[src/rtl/prog_lut_pkg.sv]
// Shared constants and types for the programmable truth-table LUT.
package prog_lut_pkg;

    localparam int unsigned RESULT_CNT_W = 16;
    localparam int unsigned DEFAULT_N_IN = 3;

    function automatic int unsigned tt_entries(input int unsigned n);
        return 32'd1 << n;
    endfunction

    typedef logic [(1 << DEFAULT_N_IN)-1:0] tt_default_t;

    // AND function: only the all-ones input combination yields 1.
    localparam tt_default_t TT_AND_DEFAULT = tt_default_t'(1) << ((1 << DEFAULT_N_IN) - 1);

    typedef enum logic {StEmpty, StFull} lut_state_e;

endpackage

[src/rtl/lut_bit_eval.sv]
// Evaluates one result bit: selects the truth-table entry addressed by the operand bits.
module lut_bit_eval
    import prog_lut_pkg::*;
#(
    parameter int unsigned N_IN = 3
) (
    input  logic [N_IN-1:0]             sel,
    input  logic [tt_entries(N_IN)-1:0] tt,
    output logic                        result
);

    assign result = tt[sel];

endmodule

[src/rtl/prog_truth_table_lut.sv]
// Registered, run-time programmable N_IN-input bitwise truth-table LUT with valid/ready.
// Optional LUT_RESULT_CNT_EN adds a 16-bit wrapping count of output handshakes.
module prog_truth_table_lut
    import prog_lut_pkg::*;
#(
    parameter int unsigned                    N_IN     = 3,
    parameter int unsigned                    WIDTH    = 4,
    parameter logic [tt_entries(N_IN)-1:0]    TT_RESET = {1'b1, {(tt_entries(N_IN)-1){1'b0}}}
) (
    input  logic                          clk,
    input  logic                          rst_n,
    input  logic                          cfg_we,
    input  logic [tt_entries(N_IN)-1:0]   cfg_tt,
    output logic [tt_entries(N_IN)-1:0]   tt_o,
    input  logic                          in_valid,
    output logic                          in_ready,
    input  logic [N_IN*WIDTH-1:0]         in_data,
    output logic                          out_valid,
    input  logic                          out_ready,
    output logic [WIDTH-1:0]              out_data
`ifdef LUT_RESULT_CNT_EN
    ,
    output logic [RESULT_CNT_W-1:0]       result_cnt
`endif
);

    localparam int unsigned TT_N = tt_entries(N_IN);

    logic [TT_N-1:0]  tt_q;
    lut_state_e       state_q;
    logic [WIDTH-1:0] out_data_q;
    logic [WIDTH-1:0] result;
    logic             accept;

    assign out_valid = (state_q == StFull);
    assign in_ready  = !out_valid || out_ready;
    assign accept    = in_valid && in_ready;
    assign tt_o      = tt_q;
    assign out_data  = out_data_q;

    // Bit i of every operand forms the table index for result bit i.
    for (genvar i = 0; i < WIDTH; i++) begin : g_bit
        logic [N_IN-1:0] sel;
        for (genvar j = 0; j < N_IN; j++) begin : g_sel
            assign sel[j] = in_data[j*WIDTH + i];
        end
        lut_bit_eval #(
            .N_IN (N_IN)
        ) u_eval (
            .sel    (sel),
            .tt     (tt_q),
            .result (result[i])
        );
    end

    // The result is computed from tt_q, so a same-edge cfg_we still sees the old table.
    always_ff @(posedge clk or negedge rst_n) begin
        if (!rst_n) begin
            tt_q       <= TT_RESET;
            state_q    <= StEmpty;
            out_data_q <= '0;
        end else begin
            if (cfg_we) begin
                tt_q <= cfg_tt;
            end
            unique case (state_q)
                StEmpty: begin
                    if (accept) begin
                        state_q    <= StFull;
                        out_data_q <= result;
                    end
                end
                StFull: begin
                    if (accept) begin
                        out_data_q <= result;
                    end else if (out_ready) begin
                        state_q <= StEmpty;
                    end
                end
                default: state_q <= StEmpty;
            endcase
        end
    end

`ifdef LUT_RESULT_CNT_EN
    logic [RESULT_CNT_W-1:0] cnt_q;

    always_ff @(posedge clk or negedge rst_n) begin
        if (!rst_n) begin
            cnt_q <= '0;
        end else if (out_valid && out_ready) begin
            cnt_q <= cnt_q + 1'b1;
        end
    end

    assign result_cnt = cnt_q;
`endif

endmodule

[config.mk]
export PLATFORM = sky130hd
export DESIGN_NAME = prog_truth_table_lut
export DESIGN_NICKNAME = d
export VERILOG_FILES = /design/src/rtl/prog_lut_pkg.sv /design/src/rtl/lut_bit_eval.sv /design/src/rtl/prog_truth_table_lut.sv
export SDC_FILE = /design/constraint.sdc
export NUM_CORES = 1
export LEC_CHECK = 0
export CORE_MARGIN = 3
export CORE_UTILIZATION = 60
export CTS_CLUSTER_DIAMETER = 40
export DETAILED_ROUTE_END_ITERATION = 16
export DONT_BUFFER_PORTS = 1
export PLACE_DENSITY = 0.88
export SLEW_MARGIN = 5
export SYNTH_ARGS = -nofsm -noshare
export SYNTH_HDL_FRONTEND = slang
export SYNTH_SLANG_ARGS = --single-unit
[constraint.sdc]
create_clock -name clk -period 3.1 [get_ports clk]
set_input_delay 0.31 -clock clk [delete_from_list [all_inputs] [get_ports clk]]
set_output_delay 0.31 -clock clk [all_outputs]
set_load 0.05 [all_outputs]
==> results.txt <==
Status - completed
Post-synth top area share - 0.379
Cell taking the most area after synthesis - dfrtp_1
Critical Path End Type - register
Die Ht - 42.4 um
Total Wirelength - 1510 um
Post-synthesis adder-cell area fraction - 0
Clock transition at the registers of the reported paths - 0.07 ns
Largest family of logic cells by synthesized area - multiplexers
CP arrival - 1.98 ns
Final setup viols - 0
Yosys warns - 0
PortBufs - 0
Fin nets - 83
Post CTS Setup Buffer Count - 0
Clock power share - 0.206
Gpl congestion - 0.732
NetSw - 203 uW
Max-slew headroom - 0.590
Post-synthesis mux area share - 0.479
Compound-gate portion of the synthesized area - 0
Static Leakage - 0.000367 uW
Core box area - 1170 sq um
Initial drt markers - 2
Area grow syn2layout - 0.158%
First-pass GRT wire length - 2320 um
Synth Area in XOR/XNOR - 0
Fin util - 0.678
Starting Density - 0.677
DIE WIDTH - 42.4 um
CTS max path bufs - 2
Drt drc - 0
Area of the mapped netlist - 793 sq um
Hold Path Stages - 1
Share of cells above drive strength 1 - 0.281
Yosys reg bits - 13
Avg WL per Cell - 21.2 um
Max-slew violation count - 0
Total GRT Usage - 0.177
Num CTS Buffers - 3
H-tree Lvls - 1
Simple-Gate Fraction of Synth Area - 0.0237
Syn Inst Count - 58
HPWL after detailed placement - 1210 um
Peak VDD IR - 411 uV
Crit-path max FO - 4
Hold Path End - out_valid
FP Rows - 12
Clk sinks - 13
Seq pwr share - 0.641
Post-route setup TNS - 0 ns
Fmax - 559 MHz
Number of global-route vias before repair - 500
ANT cells - 0
Worst endpoint required time - 3.29 ns
Pin count of the biggest net entering global routing - 14
RSZ-0062 raised after global routing - false
Critical Path Source Type - register
Slew @ Worst Pin - 0.614 ns
R2r startpoint - out_valid
CTS Root Cell - clkbuf_4
Die area - 1790 sq um
Grt ovf - 0
CTS tree - built
Logic gate share of total power - 0.153
Reg2reg end - out_data[2]
Pint - 291 uW
Via/cell ratio - 6.45
Worst hold start - in_valid
Clk_skew - 0.00166 ns
DRT antenna net count - 0
I/O Pins - 39
R2r setup slk - 1.31 ns
Crit path kind - register to register
Sequential share of the synthesized area - 0.412
HP Class - input pin to register
Largest cells by area after synthesis - dfrtp_1, mux2i_1, mux2_2
Hold Violations, Final - 0
Antenna violations before repair - 0
Max cap viols - 0
Power Dens Cells - 622 nW/um^2
Syn_nets - 83
Avg Inst Size Synth - 13.7 sq um
Worst reg2reg path depth - 3
DRT Pass-1 Iters - 3
Minimum clock period after layout - 1.79 ns
DR vias - 458
Post-synthesis cell type count - 10
Clock latency on the worst-skew pair - 0.27 ns
Final period util - 0.577
Sw frac - 0.411
layout by cell type, fill, tap and decap left out, drive strengths merged:
| master | netlist | routed |
|---|---|---|
| dlygate4sd3 | 0 | 1 |
| dfrtp | 12 | 12 |
| nand2b | 2 | 2 |
| clkbuf | 2 | 4 |
| dfstp | 1 | 1 |
| mux4 | 4 | 4 |
| and2 | 1 | 1 |
| inv | 4 | 4 |
| mux2i | 20 | 20 |
| mux2 | 8 | 8 |
per-stage QoR:
stage	hold WS, ns	total power [uW]	instance area (sq um)	std cells	setup slack, ns
2_1_floorplan	0.0144	385	793	58	1.35
3_3_place_gp	0.0147	388	758	66	1.38
3_5_place_dp	0.0146	392	758	66	1.32
4_1_cts	0.130	499	795	71	1.31
5_1_grt	0.138	519	795	71	1.24
6_report	0.136	494	795	71	1.31
kinds of logic (layout without fill, tap and decap cells):
group | Yosys count | after routing
buffers and inverters | 10 | 9
flip-flops | 13 | 13
multiplexers | 32 | 32
AND/OR/NAND/NOR | 3 | 3
cell usage after synthesis, drive strengths merged:
library cell and n:
buf 4, clkbuf 2, and2 1, mux2 8, inv 4, dfstp 1
dfrtp 12, mux4 4, nand2b 2, mux2i 20
power by group through the flow:
stage | clock network (uW) | logic, uW | registers, uW
6_report | 102 | 75.5 | 317
5_1_grt | 115 | 83.6 | 320
4_1_cts | 106 | 76.3 | 317
3_5_place_dp | 0 | 71.9 | 321
3_3_place_gp | 0 | 68.1 | 320
2_1_floorplan | 0 | 73.9 | 311
sequential cells by signal, indices dropped and copies added (netlist names):
signal / flops
out_valid: 1
tt_o: 8
out_data: 4
worst max path at each step:
stage                          from          end  slack (ns)  cells past startpoint
after floorplan           out_valid  out_data[0]        1.35                      4
final                     out_valid  out_data[2]        1.31                      3
after detailed placement  out_valid  out_data[2]        1.32                      3
after CTS                 out_valid  out_data[2]        1.31                      3
after global routing      out_valid  out_data[2]        1.24                      3
after global placement    out_valid  out_data[2]        1.38                      3
final cells by class:
class	count	area [sq um]
clock buffer	4	26.3
fill	82	377
inverter	4	15.0
multi-input combinational	35	399
sequential	13	327
tap	14	17.5
timing repair buffer	1	10.0
critical path, stage by stage, from the launching register on:
cell	delay, ns
dfrtp_1	0.64
nand2b_1	0.45
and2_1	0.41
mux2i_1	0.21
timing repair:
| item | 4_1_cts | 5_1_grt |
|---|---|---|
| hold buffers | 1 | 0 |
| resized for setup | 0 | 0 |
| hold endpoints to repair | 13 | 0 |
routing by layer:
| layer | wire length [um] | vias up | GRT usage |
|---|---|---|---|
| met2 | 713 | 27 | 0.261 |
| met4 | 46 | 0 | 0.0932 |
| met5 | 0 | - | 0 |
| li1 | - | 205 | - |
| met1 | 600 | 221 | 0.225 |
| met3 | 145 | 5 | 0.0644 |
Note: power is estimated with default switching activity, not from simulation.
